<file path="config.mk">
export PLATFORM = sky130hd
export DESIGN_NAME = status_array_arbiter
export DESIGN_NICKNAME = d
export VERILOG_FILES = /design/src/rtl/status_array_arbiter_pkg.sv /design/src/rtl/status_array_arbiter_rsp_pipe.sv /design/src/rtl/status_array_arbiter.sv
export SDC_FILE = /design/constraint.sdc
export NUM_CORES = 1
export LEC_CHECK = 0
export BUFFER_PORTS_ARGS = -buffer_cell sky130_fd_sc_hd__buf_4
export CAP_MARGIN = 40
export CORE_MARGIN = 1
export CORE_UTILIZATION = 38
export DETAILED_ROUTE_END_ITERATION = 7
export GPL_ROUTABILITY_DRIVEN = 0
export GPL_TIMING_DRIVEN = 1
export HOLD_SLACK_MARGIN = 0.02
export PLACE_DENSITY = 0.75
export SYNTH_ARGS = -nofsm -noshare
export SYNTH_HDL_FRONTEND = slang
export SYNTH_SLANG_ARGS = --single-unit
</file>
<file path="constraint.sdc">
create_clock -name clk -period 1.18 [get_ports clk]
set_input_delay 0.354 -clock clk [delete_from_list [all_inputs] [get_ports clk]]
set_output_delay 0.354 -clock clk [all_outputs]
set_load 0.005 [all_outputs]
</file>
<file path="src/rtl/status_array_arbiter_pkg.sv">
// status_array_arbiter_pkg
// -------------------------------------------------------------------------
// Shared widths, state encodings and helpers for the status array arbiter
// slice. Imported by status_array_arbiter and status_arb_rsp_pipe.
//
// Contents:
//   ARB_ADDR_WIDTH  - status array row address width (6)
//   ARB_ROW_WIDTH   - status row width in bits (8)
//   ARB_NUM_BLOCKS  - blocks per row, one write-mask bit each (4)
//   STAT_WIDTH      - width of the optional request statistics counters
//   arbState_e      - arbiter FSM states (INIT = 0, RUN = 1)
//   satIncrement    - saturating increment used by the statistics counters
// -------------------------------------------------------------------------
package status_array_arbiter_pkg;

   localparam int ARB_ADDR_WIDTH = 6;
   localparam int ARB_ROW_WIDTH  = 8;
   localparam int ARB_NUM_BLOCKS = 4;
   localparam int STAT_WIDTH     = 16;

   // INIT owns the SRAM on behalf of the initializer; RUN serves the
   // cache controller. The encoding matches the rest of the status array.
   typedef enum logic [0:0] {
      ARB_STATE_INIT = 1'b0,
      ARB_STATE_RUN  = 1'b1
   } arbState_e;

   // Counters stick at all-ones instead of wrapping back to zero.
   function automatic logic [STAT_WIDTH-1:0] satIncrement(input logic [STAT_WIDTH-1:0] value);
      return (value == '1) ? value : value + 1'b1;
   endfunction

endpackage

</file>
<file path="src/rtl/status_array_arbiter_rsp_pipe.sv">
// status_arb_rsp_pipe
// -------------------------------------------------------------------------
// Read response pipeline for the status array arbiter. A read issued to the
// SRAM is tracked by a two-entry shift register of flags; when a flag leaves
// the second entry the SRAM read data is valid and is captured into the
// response register together with a one-cycle valid strobe.
//
// Ports:
//   clk          - clock
//   rst          - synchronous active-high reset, clears all flags/outputs
//   i_halt       - freeze: all registers hold while high
//   i_rd_issue   - a client read was accepted this cycle
//   i_mem_rdata  - SRAM read data (valid the cycle after the read is sampled)
//   o_rsp_data   - captured read data, holds when no response is strobed
//   o_rsp_valid  - one-cycle read response strobe
// -------------------------------------------------------------------------
module status_arb_rsp_pipe
   import status_array_arbiter_pkg::*;
#(
   parameter int ROW_WIDTH = ARB_ROW_WIDTH
)
(
   input  logic                 clk,
   input  logic                 rst,
   input  logic                 i_halt,
   input  logic                 i_rd_issue,
   input  logic [ROW_WIDTH-1:0] i_mem_rdata,
   output logic [ROW_WIDTH-1:0] o_rsp_data,
   output logic                 o_rsp_valid
);

   logic [1:0]           rdFlag_q;
   logic [1:0]           rdFlag_d;
   logic                 rspValid_q;
   logic                 rspValid_d;
   logic [ROW_WIDTH-1:0] rspData_q;
   logic [ROW_WIDTH-1:0] rspData_d;

   // Entry 0 marks a read command now on the SRAM pins, entry 1 marks a read
   // whose data is on i_mem_rdata. Everything holds while halted so an
   // in-flight read resumes exactly where it stopped.
   always_comb begin
      rdFlag_d   = rdFlag_q;
      rspValid_d = rspValid_q;
      rspData_d  = rspData_q;
      if (!i_halt) begin
         rdFlag_d   = {rdFlag_q[0], i_rd_issue};
         rspValid_d = rdFlag_q[1];
         if (rdFlag_q[1]) begin
            rspData_d = i_mem_rdata;
         end
      end
   end

   // Reset discards any read in flight so it never produces a response.
   always_ff @(posedge clk) begin
      if (rst) begin
         rdFlag_q   <= '0;
         rspValid_q <= 1'b0;
         rspData_q  <= '0;
      end else begin
         rdFlag_q   <= rdFlag_d;
         rspValid_q <= rspValid_d;
         rspData_q  <= rspData_d;
      end
   end

   assign o_rsp_data  = rspData_q;
   assign o_rsp_valid = rspValid_q;

endmodule

</file>
<file path="src/rtl/status_array_arbiter.sv">
// status_array_arbiter
// -------------------------------------------------------------------------
// Arbitrates the status array SRAM between the power-up initializer and the
// cache controller. In INIT only initializer writes reach the SRAM; once the
// initializer reports completion the arbiter moves to RUN for good and
// serves controller reads/writes over a valid/ready port, one per cycle,
// with pipelined read responses two edges after acceptance.
// All SRAM command outputs are registered.
//
// Optional feature (macro STATUS_ARB_STATS_EN):
//   adds o_stat_reads / o_stat_writes, 16-bit saturating counters of
//   accepted RUN-state client reads and writes.
//
// Ports:
//   clk, rst          - clock, synchronous active-high reset
//   i_halt            - freeze: no state, counter or output register updates
//   i_init_*          - initializer command port (addr/data/wen/wmask/valid)
//   i_init_complete   - initializer finished
//   i_req_*           - client request port (addr/data/wen/wmask/valid)
//   o_req_ready       - client request accepted when valid & ready
//   o_rsp_data/valid  - read response data and one-cycle strobe
//   o_mem_*           - registered SRAM command (addr/data/wen/wmask/cen)
//   i_mem_rdata       - SRAM read data, valid the cycle after a read
//   o_busy_init       - high while in INIT
//   o_stat_reads/writes - request statistics (STATUS_ARB_STATS_EN only)
// -------------------------------------------------------------------------
module status_array_arbiter
   import status_array_arbiter_pkg::*;
#(
   parameter int ADDR_WIDTH = ARB_ADDR_WIDTH,
   parameter int NUM_BLOCKS = ARB_NUM_BLOCKS,
   parameter int ROW_WIDTH  = ARB_ROW_WIDTH
)
(
   input  logic                  clk,
   input  logic                  rst,
   input  logic                  i_halt,
   input  logic [ADDR_WIDTH-1:0] i_init_addr,
   input  logic [ROW_WIDTH-1:0]  i_init_data,
   input  logic                  i_init_wen,
   input  logic [NUM_BLOCKS-1:0] i_init_wmask,
   input  logic                  i_init_valid,
   input  logic                  i_init_complete,
   input  logic [ADDR_WIDTH-1:0] i_req_addr,
   input  logic [ROW_WIDTH-1:0]  i_req_data,
   input  logic                  i_req_wen,
   input  logic [NUM_BLOCKS-1:0] i_req_wmask,
   input  logic                  i_req_valid,
   output logic                  o_req_ready,
   output logic [ROW_WIDTH-1:0]  o_rsp_data,
   output logic                  o_rsp_valid,
   output logic [ADDR_WIDTH-1:0] o_mem_addr,
   output logic [ROW_WIDTH-1:0]  o_mem_data,
   output logic                  o_mem_wen,
   output logic [NUM_BLOCKS-1:0] o_mem_wmask,
   output logic                  o_mem_cen,
   input  logic [ROW_WIDTH-1:0]  i_mem_rdata,
   output logic                  o_busy_init
`ifdef STATUS_ARB_STATS_EN
   ,
   output logic [STAT_WIDTH-1:0] o_stat_reads,
   output logic [STAT_WIDTH-1:0] o_stat_writes
`endif
);

   arbState_e             state_q;
   arbState_e             state_d;
   logic [ADDR_WIDTH-1:0] memAddr_q;
   logic [ADDR_WIDTH-1:0] memAddr_d;
   logic [ROW_WIDTH-1:0]  memData_q;
   logic [ROW_WIDTH-1:0]  memData_d;
   logic [NUM_BLOCKS-1:0] memWmask_q;
   logic [NUM_BLOCKS-1:0] memWmask_d;
   logic                  memWen_q;
   logic                  memWen_d;
   logic                  memCen_q;
   logic                  memCen_d;
   logic                  reqAccept;
   logic                  rdIssue;

   // The client port is only open in RUN, and closes combinationally during
   // a halt so nothing is accepted while the registers are frozen.
   always_comb begin
      o_req_ready = (state_q == ARB_STATE_RUN) && !i_halt;
      reqAccept   = i_req_valid && o_req_ready;
      rdIssue     = reqAccept && !i_req_wen;
   end

   // Next-state and SRAM command selection. A halt freezes everything,
   // including a command already on the SRAM pins. Otherwise the chip enable
   // is a pulse per forwarded command, while address/data/mask keep their
   // last values when idle. An initializer write that arrives together with
   // completion is still forwarded and delays RUN by one cycle.
   always_comb begin
      state_d    = state_q;
      memAddr_d  = memAddr_q;
      memData_d  = memData_q;
      memWmask_d = memWmask_q;
      memWen_d   = memWen_q;
      memCen_d   = memCen_q;
      if (!i_halt) begin
         memCen_d = 1'b0;
         memWen_d = 1'b0;
         case (state_q)
            ARB_STATE_INIT: begin
               if (i_init_valid) begin
                  memCen_d   = 1'b1;
                  memWen_d   = i_init_wen;
                  memAddr_d  = i_init_addr;
                  memData_d  = i_init_data;
                  memWmask_d = i_init_wmask;
               end else if (i_init_complete) begin
                  state_d = ARB_STATE_RUN;
               end
            end
            ARB_STATE_RUN: begin
               if (reqAccept) begin
                  memCen_d  = 1'b1;
                  memAddr_d = i_req_addr;
                  if (i_req_wen) begin
                     memWen_d   = 1'b1;
                     memData_d  = i_req_data;
                     memWmask_d = i_req_wmask;
                  end else begin
                     memWen_d   = 1'b0;
                     memData_d  = '0;
                     memWmask_d = '0;
                  end
               end
            end
            default: begin
               state_d = ARB_STATE_INIT;
            end
         endcase
      end
   end

   // State and SRAM command registers; reset returns to INIT with the SRAM
   // interface idle.
   always_ff @(posedge clk) begin
      if (rst) begin
         state_q    <= ARB_STATE_INIT;
         memAddr_q  <= '0;
         memData_q  <= '0;
         memWmask_q <= '0;
         memWen_q   <= 1'b0;
         memCen_q   <= 1'b0;
      end else begin
         state_q    <= state_d;
         memAddr_q  <= memAddr_d;
         memData_q  <= memData_d;
         memWmask_q <= memWmask_d;
         memWen_q   <= memWen_d;
         memCen_q   <= memCen_d;
      end
   end

   assign o_mem_addr  = memAddr_q;
   assign o_mem_data  = memData_q;
   assign o_mem_wmask = memWmask_q;
   assign o_mem_wen   = memWen_q;
   assign o_mem_cen   = memCen_q;
   assign o_busy_init = (state_q == ARB_STATE_INIT);

   // Read responses come back through a short flag pipeline that lines the
   // SRAM read latency up with the response strobe.
   status_arb_rsp_pipe #(
      .ROW_WIDTH (ROW_WIDTH)
   ) u_rsp_pipe (
      .clk         (clk),
      .rst         (rst),
      .i_halt      (i_halt),
      .i_rd_issue  (rdIssue),
      .i_mem_rdata (i_mem_rdata),
      .o_rsp_data  (o_rsp_data),
      .o_rsp_valid (o_rsp_valid)
   );

`ifdef STATUS_ARB_STATS_EN
   logic [STAT_WIDTH-1:0] statReads_q;
   logic [STAT_WIDTH-1:0] statReads_d;
   logic [STAT_WIDTH-1:0] statWrites_q;
   logic [STAT_WIDTH-1:0] statWrites_d;

   // Only client requests accepted in RUN are counted; reqAccept already
   // excludes INIT and halted cycles, so init writes never show up here.
   always_comb begin
      statReads_d  = statReads_q;
      statWrites_d = statWrites_q;
      if (reqAccept) begin
         if (i_req_wen) begin
            statWrites_d = satIncrement(statWrites_q);
         end else begin
            statReads_d = satIncrement(statReads_q);
         end
      end
   end

   // Counter registers, cleared on reset.
   always_ff @(posedge clk) begin
      if (rst) begin
         statReads_q  <= '0;
         statWrites_q <= '0;
      end else begin
         statReads_q  <= statReads_d;
         statWrites_q <= statWrites_d;
      end
   end

   assign o_stat_reads  = statReads_q;
   assign o_stat_writes = statWrites_q;
`endif

endmodule

</file>
# == Yosys cells after proc, flatten, opt, wreduce, memory -nomap -nowiden ==
# Cells that the tools add are included.
# classes
eq_ne,2
mux,21
bitwise_logic,2
reduce_logical,7
# ops
op,n
$mux W8,3
$pmux W8 S2,1
$mux W4,3
$mux W6,2
$pmux W6 S2,1
$mux W1,8
$pmux W4 S2,1
$pmux W1 S2,2
$logic_and A1 B1 Y1,3
$reduce_and A3 Y1,1
$logic_not A1 Y1,2
$ne A2 B1 Y1 const B,1
$ne A2 B2 Y1 const B,1
$not A1 Y1,2
$reduce_and A2 Y1,1
# totals
reg_bits,32
word_cells,41

# == Longest topological paths before layout ==
# Gate-level depths: netlist of the first run.
# depth
ltp_word,5
depth_mapped,5
mapped_depth_nobuf,3

# == Hierarchy ==
# From an unflattened synthesis of the first run, not the netlist that was laid out.
# unflattened
cells_unflattened,137
area_unflattened_um2,1471.4
# by_module_without_submodules
module,n_inst,cells_each,area_per_inst_um2
status_array_arbiter,1,92,978.4
status_arb_rsp_pipe,1,45,493.0

# == Worst setup path after synthesis of the first run ==
# OpenSTA, ideal clock, no wires.
# synth_timing
path_kind,input to register
from,input i_halt
to,"register memAddr_q[3], in the netlist o_mem_addr[3]"
setup_time_ns,0.091
t_arrival_ns,1.090
required_time_ns,1.089
setup_slack_ns,-0.001
cell_stages,5
cell_sequence,buf_2 > inv_2 > buf_2 > a21oi_2 > a311oi_1
# synth_between
elab_chain_cells,5
elab_cells_between_ends,6
# synth_lines
item,line_no,rtl
from (decl),status_array_arbiter.sv:37,"input logic i_halt,"
$logic_not A1 Y1,--,
$logic_and A1 B1 Y1,status_array_arbiter.sv:84,o_req_ready = (state_q == ARB_STATE_RUN) && !i_halt;
$logic_and A1 B1 Y1,status_array_arbiter.sv:85,reqAccept = i_req_valid && o_req_ready;
$ne A2 B1 Y1 (no source line),--,
$reduce_and A3 Y1 (no source line) (*),--,
to (signal assigned),status_array_arbiter.sv:150,memAddr_q <= memAddr_d;
to (decl),status_array_arbiter.sv:68,logic [ADDR_WIDTH-1:0] memAddr_q;
# Every way passes the cells marked *; elsewhere a longest branch is shown, timed or not.
# A chain may end at the register's enable or synchronous reset.

# == Final worst setup path of the first run ==
# layout_timing
from,register state_q
to,output o_req_ready
# layout_between
elab_chain_cells,1
# layout_lines
item,line_no,rtl
from (decl),status_array_arbiter.sv:66,arbState_e state_q;
from (signal assigned),status_array_arbiter.sv:149,state_q <= state_d;
$logic_and A1 B1 Y1,status_array_arbiter.sv:84,
to (decl),status_array_arbiter.sv:49,"output logic o_req_ready,"
# No other way between the ends.

==> impl_metrics.ini, run 1 <==
[timing]
maxSlewViolCount = 0
relSlewSlack_pct = 76.7
final-hold-violation-count = 0
setup_viol = 21
fmax_mhz = 739
fin_ws_ps = -173
worst_pin_slew_ps = 350
clock_skew_ps = 4.79
fin_crit_sh_pct = 115
rsz0062_at_grt = yes
period_needed_ps = 1350

[layout]
fin_nets = 287
multi_input_area_sq_um = 711
finalNonFillerCells = 279
n_antenna_cell = 0
drive_gt1_share_pct = 60.1
fillers = 270
syn2layout_area_growth_pct = 76.9
seqCellArea_sq_um = 658
final_util_pct = 70.2

[detailed_routing]
drt_iter0_markers = 59
ant_nets = 0
first_pass_iters = 3
via_per_inst = 4.91
dr_total_vias = 1371
wl_per_cell_um = 12.6
drc = 0
routed_wl_um = 3510

[clock_tree]
clk_latency_ps = 320
cts_tree = yes
cts_sinks = 32
cts_buffers = 5
clock-root-buffer = clkbuf_4
clockBufferDepth = 2
htreeDepth = 2
path_clk_slew_ps = 90
cts_hold_buf = 0

[status]
violations = negative setup slack
outcome = finished with violations

[power]
p_leak_nw = 1.01
power_density_mw_per_mm2 = 948
peakVddDrop_v = 0.000711
power_mw = 2.22

[critical_path]
r2r-end = o_mem_data[4]$_SDFFE_PP0P_
cp.arrival_ps = 1000
crit_type = flop to output pin
path_max_fanout = 4
cp-end-kind = output pin
required_ps = 830
cp-start-kind = flop
ff2ff_setup_slack_ps = -120
reg2reg_from = state_q$_SDFFE_PP0N_
reg2reg_depth = 5

[global_routing]
grt_pass1_wl_um = 5070
grt_use_met2_pct = 34.2
use_met1_pct = 19.1
grt.busiest_layer = met2
use_met3_pct = 7.56
track_usage_pct = 18.8
overflow = 0
grt_pass1_vias = 1260
antenna_found_initial = 0
grt_max_degree = 14

[synthesis]
ys.warnings.count = 0
synth_fp_nets = 190
ys_seq_elements = 32
netlist_instances = 138
ys_seq_area_share_pct = 48.4
syn_avg_cell_area_sq_um = 9.59
synth_cell_types = 25
syn_area_sq_mm = 0.00132

[floorplan]
initial_core_util_pct = 39.7
die_h_um = 61.0
fp.dieArea_sq_mm = 0.00372
coreArea_sq_mm = 0.00334
die_w_um = 61.0
ios = 83
rows = 21

[placement]
io_buffer_count = 82
dp.cells = 268
dpl.hpwl_um = 2470

[min_path]
holdCritPathClass = input port to flop
min_to = state_q$_SDFFE_PP0N_
whs_path_depth = 3
min-delay-start = i_init_complete

[job]
drv_cap = 0
-- cell usage after synthesis --
| cell | n | share of area, % |
|---|---|---|
| mux2_4 | 1 | 1.1 |
| a22oi_1 | 11 | 6.2 |
| a21oi_4 | 1 | 1.2 |
| nor2_1 | 6 | 1.7 |
| inv_1 | 2 | 0.57 |
| buf_1 | 1 | 0.28 |
| buf_2 | 6 | 2.3 |
| buf_4 | 1 | 0.57 |
| nand2_1 | 20 | 5.7 |
| and3_1 | 1 | 0.47 |
| nor2b_1 | 3 | 1.4 |
| o2bb2ai_1 | 12 | 7.9 |
| a221oi_1 | 1 | 0.66 |
| a21oi_2 | 3 | 2.0 |
| inv_2 | 1 | 0.28 |
| buf_6 | 2 | 1.7 |
| a21oi_1 | 15 | 5.7 |
| dfxtp_1 | 32 | 48 |
| clkbuf_1 | 2 | 0.57 |
| mux2i_1 | 7 | 5.3 |
| a32oi_1 | 1 | 0.66 |
| nand2b_1 | 1 | 0.47 |
| and2_1 | 1 | 0.47 |
| nor3_1 | 1 | 0.38 |
| a311oi_1 | 6 | 4.0 |
-- stage by stage --
step	setup TNS [ps]	setup slack, ps	hold slack [ps]	cell area, sq um
6_report	-2370	-173	258	2340
5_1_grt	-3210	-230	237	2340
4_1_cts	-2240	-195	239	2220
3_5_place_dp	-1690	-117	447	2090
3_3_place_gp	-1250	-73.2	443	2090
2_1_floorplan	0	4.61	449	1330
-- what timing repair did --
item	in CTS	in global routing
pin swaps	13	1
endpoints found under the setup margin	21	35
cloned	1	0
gates resized for setup	15	25
buffers inserted	1	4
-- registers in the layout, indices dropped and copies added (netlist names) --
register,count
o_mem_cen,1
o_mem_wmask,4
u_rsp_pipe.rdFlag_q,2
u_rsp_pipe.o_rsp_data,8
state_q,1
o_mem_addr,6
o_mem_wen,1
o_mem_data,8
u_rsp_pipe.o_rsp_valid,1
-- layer usage --
layer  routed length [um]  up-vias  share of wire (%)
met2                 1610       56                 46
li1                     -      697                  -
met4                   46        0                1.3
met3                  305        5                8.7
met5                    0        -                  0
met1                 1540      613                 44
-- worst max path at each step --
stage,start,end,cells after the start
final,state_q$_SDFFE_PP0N_,o_req_ready,3
after detailed placement,i_init_valid,o_mem_addr[0]$_SDFFE_PP0P_,4
after global placement,i_init_valid,o_mem_data[3]$_SDFFE_PP0P_,5
after CTS,state_q$_SDFFE_PP0N_,o_req_ready,3
after global routing,state_q$_SDFFE_PP0N_,o_req_ready,3
after floorplan,state_q$_SDFFE_PP0N_,o_mem_data[0]$_SDFFE_PP0P_,4
-- kinds of logic (layout without fill, tap and decap cells) --
family	count (synthesis)	in the layout	synth area share, %
AOI/OAI and AO/OA	50	50	28.4
and+or+nand+nor	33	33	10.6
DFF	32	32	48.4
buffers and inverters	15	110	6.24
muxes	8	8	6.43
-- where the power goes --
part / leakage [nW] / switching, mW / internal [mW]
combinational: 0.718 / 0.209 / 0.337
sequential: 0.267 / 0.0274 / 1.13
clock: 0.0230 / 0.319 / 0.199
total: 1.01 / 0.556 / 1.66
-- layout by cell type (no fill, tap or decap), drive strengths merged, types with 3 or more instances in the layout --
cell type and count:
buf 102, dfxtp 32, nand2 20, a21oi 19, o2bb2ai 12, a22oi 11
mux2i 7, nor2 6, a311oi 6, clkbuf 5, inv 3, nor2b 3
-- critical path, stage by stage, from the launching register on --
cell and delay, ps:
dfxtp_2 340, buf_6 100, nor2b_4 140, buf_6 100
-- final cells by class --
type / count / share of cell area (%)
Timing Repair Buffer: 102 / 37.0
Multi-Input combinational cell: 91 / 30.3
Sequential cell: 32 / 28.1
Tap cell: 46 / 2.46
Clock buffer: 5 / 1.60
Inverter: 3 / 0.481
(Power assumes the default switching activity.)
==> run 2, diff against run 1 <==
--- a/config.mk
+++ b/config.mk
@@ -8,12 +8,13 @@
 export BUFFER_PORTS_ARGS = -buffer_cell sky130_fd_sc_hd__buf_4
 export CAP_MARGIN = 40
 export CORE_MARGIN = 1
-export CORE_UTILIZATION = 38
+export CORE_UTILIZATION = 39
+export CTS_BUF_LIST = sky130_fd_sc_hd__clkbuf_8
 export DETAILED_ROUTE_END_ITERATION = 7
 export GPL_ROUTABILITY_DRIVEN = 0
 export GPL_TIMING_DRIVEN = 1
 export HOLD_SLACK_MARGIN = 0.02
-export PLACE_DENSITY = 0.75
+export PLACE_DENSITY = 0.77
 export SYNTH_ARGS = -nofsm -noshare
 export SYNTH_HDL_FRONTEND = slang
 export SYNTH_SLANG_ARGS = --single-unit
==> impl_metrics.ini, run 2 (synthesis results as in run 1) <==
[status]
outcome = finished with violations
violations = negative setup slack

[critical_path]
required_ps = 1360
cp_num_buf_inv = 2
crit_type = flop to flop
cp-start-kind = flop
path_max_fanout = 6
cp-end-kind = flop
reg2reg_depth = 4
worstPathCellList = buf_4 > mux2_4 > clkbuf_16 > a311oi_2
max_stage_delay_ps = 350
cp.arrival_ps = 1540
reg2reg_from = state_q$_SDFFE_PP0N_
r2r-end = o_mem_addr[0]$_SDFFE_PP0P_
slowest_stage = mux2_4
ff2ff_setup_slack_ps = -180
crit_family = multiplexers

[timing]
fmax_mhz = 736
maxSlewViolCount = 0
final-hold-violation-count = 0
fin_setup_tns_ps = -2600
clock_skew_ps = 2.89
rsz0062_at_grt = yes
worst_pin_slew_ps = 549
fin_ws_ps = -178
period_needed_ps = 1360
setup_viol = 21
fin_crit_sh_pct = 115
relSlewSlack_pct = 63.3

[clock_tree]
clockBufferDepth = 2
clk_latency_ps = 280
cts_tree = yes
htreeDepth = 2
clock-root-buffer = clkbuf_8
path_clk_slew_ps = 60
cts_buffers = 5
cts_sinks = 32

[detailed_routing]
top_layer = met4
dr_wl_met2_um = 2200
m1WireLength_um = 1660
ant_nets = 0
wl_met3_um = 342
drt_iter0_markers = 66
dr_total_vias = 1435
via_per_inst = 5.11
drc = 0
wl_per_cell_um = 15.4
first_pass_iters = 4
routed_wl_um = 4320

[power]
power_mw = 2.56
p_leak_nw = 1.05
peakVddDrop_v = 0.000995
power_density_mw_per_mm2 = 1060

[global_routing]
overflow = 0
track_usage_pct = 23.1
grt_max_degree = 16
grt_pass1_wl_um = 6000
grt_pass1_vias = 1375
antenna_found_initial = 0

[min_path]
whs_path_depth = 3
min_to = state_q$_SDFFE_PP0N_
min-delay-start = i_init_complete
holdCritPathClass = input port to flop

[floorplan]
die_h_um = 60.3
coreArea_sq_mm = 0.00313
ios = 83
die_w_um = 60.3
initial_core_util_pct = 42.3
rows = 20
fp.dieArea_sq_mm = 0.00363

[placement]
dp_slack_ps = -124
dp.cells = 269
io_buffer_count = 82
dpl.hpwl_um = 2930

[layout]
fin_nets = 288
n_antenna_cell = 0
finalNonFillerCells = 281
final_common_cell = buf_4
syn2layout_area_growth_pct = 83.1
final_util_pct = 77.5
drive_gt1_share_pct = 58.6
final_cell_mix = buf_4, dfxtp_1, nand2_1

[job]
drv_cap = 0
## run 2: cell type report
| class | count | area [sq um] |
|---|---|---|
| Clock buffer | 6 | 82.6 |
| Clock inverter | 2 | 7.51 |
| Fill cell | 209 | 704 |
| Inverter | 3 | 11.3 |
| Multi-Input combinational cell | 91 | 757 |
| Sequential cell | 32 | 646 |
| Tap cell | 44 | 55.1 |
| Timing Repair Buffer | 103 | 865 |
## run 2: worst max path at each step
stage	startpoint	slack (ps)	cells past startpoint	end
finish	state_q$_SDFFE_PP0N_	-180	4	o_mem_addr[0]$_SDFFE_PP0P_
CTS	state_q$_SDFFE_PP0N_	-150	3	o_req_ready
detailed placement	i_init_valid	-120	5	o_mem_addr[0]$_SDFFE_PP0P_
floorplan	state_q$_SDFFE_PP0N_	5	4	o_mem_data[0]$_SDFFE_PP0P_
global route	state_q$_SDFFE_PP0N_	-190	3	o_req_ready
global placement	i_init_valid	-70	4	o_mem_addr[2]$_SDFFE_PP0P_
## run 2: repair_timing
item	4_1_cts	5_1_grt
setup endpoints to repair	20	23
resized for setup	17	18
setup buffers	2	1
cloned	0	1
pin swaps	2	6
hold buffers	0	0
## run 2: power by group
part	switching, mW	internal [mW]
clock network	0.382	0.457
registers	0.0353	1.13
logic	0.223	0.336
total	0.641	1.92
## run 2: tightest hold or removal path, cell delays in order
cell and delay [ps]:
buf_4 80, a21oi_1 50, nor2_1 70
## run 2: metal layers
layer	vias up	global-route usage (%)
met5	-	0
met4	0	8.31
met3	11	8.87
met2	67	42.7
met1	658	23.2
li1	699	-
## run 2: through the flow
step	area, sq um	hold WS, ps
floorplan	1330	449
global placement	2110	444
detailed placement	2110	449
CTS	2290	291
global route	2420	318
finish	2420	298
==> run 3, diff against run 2 <==
--- a/config.mk
+++ b/config.mk
@@ -15,6 +15,7 @@
 export GPL_TIMING_DRIVEN = 1
 export HOLD_SLACK_MARGIN = 0.02
 export PLACE_DENSITY = 0.77
+export SKIP_LAST_GASP = 1
 export SYNTH_ARGS = -nofsm -noshare
 export SYNTH_HDL_FRONTEND = slang
 export SYNTH_SLANG_ARGS = --single-unit
==> impl_metrics.ini, run 3 (synthesis results as in run 1) <==
[clock_tree]
htreeDepth = 2
cts_buffers = 5
path_clk_slew_ps = 60
clk_latency_ps = 280
cts_hold_buf = 0
cts_tree = yes
cts_sinks = 32
clock-root-buffer = clkbuf_8
clockBufferDepth = 2

[power]
peakVddDrop_v = 0.000924
power_switching_uw = 620
p_clk_share_pct = 32.7
swShare_pct = 24.5
pwr-share-seq_pct = 45.9
p_leak_nw = 1.04
comb_power_share_pct = 21.4
power.internal_mw = 1.91
power_density_mw_per_mm2 = 1060

[layout]
syn2layout_area_growth_pct = 80.2
design_area_sq_mm = 0.00239
final_common_cell = buf_4
final_cell_mix = buf_4, dfxtp_1, nand2_1
drive_gt1_share_pct = 56.1
final_util_pct = 76.3
fin_nets = 288
fillers = 220
multi_input_area_sq_um = 722
finalNonFillerCells = 281
n_antenna_cell = 0
seqCellArea_sq_um = 643

[detailed_routing]
first_pass_iters = 5
drc = 0
routed_wl_um = 4230
drt_iter0_markers = 60
via_per_inst = 5.12
dr_total_vias = 1438
ant_nets = 0
wl_per_cell_um = 15.0

[timing]
maxSlewViolCount = 0
relSlewSlack_pct = 63.7
fin_crit_sh_pct = 114
rsz0062_at_grt = yes
whs_ps = 306
fin_setup_tns_ps = -2190
final-hold-violation-count = 0
clock_skew_ps = 1.47
setup_viol = 21
period_needed_ps = 1350
fin_ws_ps = -167
worst_pin_slew_ps = 543
fmax_mhz = 743

[placement]
place_area_sq_mm = 0.00211
dp.cells = 269
dpl.hpwl_um = 2930
io_buffer_count = 82

[critical_path]
cp-end-kind = flop
cp.arrival_ps = 1530
worstPathCellList = buf_4 > mux2_4 > a21oi_4 > buf_12 > o2bb2ai_1
path_max_fanout = 12
required_ps = 1360
slowest_stage = mux2_4
crit_type = flop to flop
cp-start-kind = flop
max_stage_delay_ps = 340

[global_routing]
track_usage_pct = 23.1
grt_pass1_vias = 1349
antenna_found_initial = 0
grt_pass1_wl_um = 5960
overflow = 0
grt_max_degree = 16

[floorplan]
fp.dieArea_sq_mm = 0.00363
coreArea_sq_mm = 0.00313
die_w_um = 60.3
initial_core_util_pct = 42.3
ios = 83
die_h_um = 60.3
rows = 20

[status]
violations = negative setup slack
outcome = finished with violations

[min_path]
holdCritPathClass = input port to flop

[job]
drv_cap = 0
-- run 3: cell count changes in the layout (fill, tap and decap cells not counted) --
| cell | delta |
|---|---|
| mux2i_2 | +1 |
| a32oi_1 | +1 |
| o2bb2ai_2 | -3 |
| dfxtp_1 | +2 |
| a32oi_2 | -1 |
| mux2i_4 | -1 |
| o2bb2ai_1 | +3 |
| dfxtp_2 | -2 |
-- run 3: final cells by class --
type	count	area share, %
repair buffers	103	36.2
well taps	44	2.31
clock buffers	6	3.46
inverters	3	0.472
flip-flops and latches	32	27.0
clock inverters	2	0.315
multi-input cells	91	30.3
-- run 3: power by group through the flow --
stage	clock network [mW]	registers [mW]	logic, mW
after floorplan	0	1.18	0.167
after global placement	0	1.18	0.437
after detailed placement	0	1.18	0.455
after CTS	0.855	1.16	0.485
after global routing	0.894	1.17	0.577
final	0.829	1.16	0.543
-- run 3: critical path: cells and delay by family, from the launching register on --
family / cells / cell delay, ps
buffers and inverters: 2 / 280
flip-flops: 1 / 320
AO/OA/AOI/OAI: 2 / 310
multiplexers: 1 / 340
-- run 3: worst paths after layout --
kind                                                             from                                    end  slack [ps]  cells after the start
worst max register to register                   state_q$_SDFFE_PP0N_             o_mem_data[4]$_SDFFE_PP0P_        -170                      5
worst max-delay path                             state_q$_SDFFE_PP0N_             o_mem_data[4]$_SDFFE_PP0P_        -170                      5
worst min-delay path                                  i_init_complete                   state_q$_SDFFE_PP0N_         310                      3
worst min register to register  u_rsp_pipe.o_rsp_data[0]$_SDFFE_PP0P_  u_rsp_pipe.o_rsp_data[0]$_SDFFE_PP0P_         460                      2
-- run 3: what timing repair did --
| item | in CTS | in global routing |
|---|---|---|
| gates resized for setup | 13 | 15 |
| cloned | 0 | 1 |
| pin swaps | 0 | 11 |
| endpoints found under the setup margin | 20 | 23 |
| buffers inserted | 2 | 1 |
-- run 3: metrics by stage --
step           power (mW)  setup WS [ps]
2_1_floorplan        1.34           4.61
3_3_place_gp         1.61          -72.2
3_5_place_dp         1.63           -124
4_1_cts              2.50           -148
5_1_grt              2.64           -210
6_report             2.53           -167
-- run 3: metal layers --
layer	track usage [%]	routed length [um]
met1	23.9	1610
met2	42.2	2200
met3	8.66	333
met4	7.31	80
met5	0	0
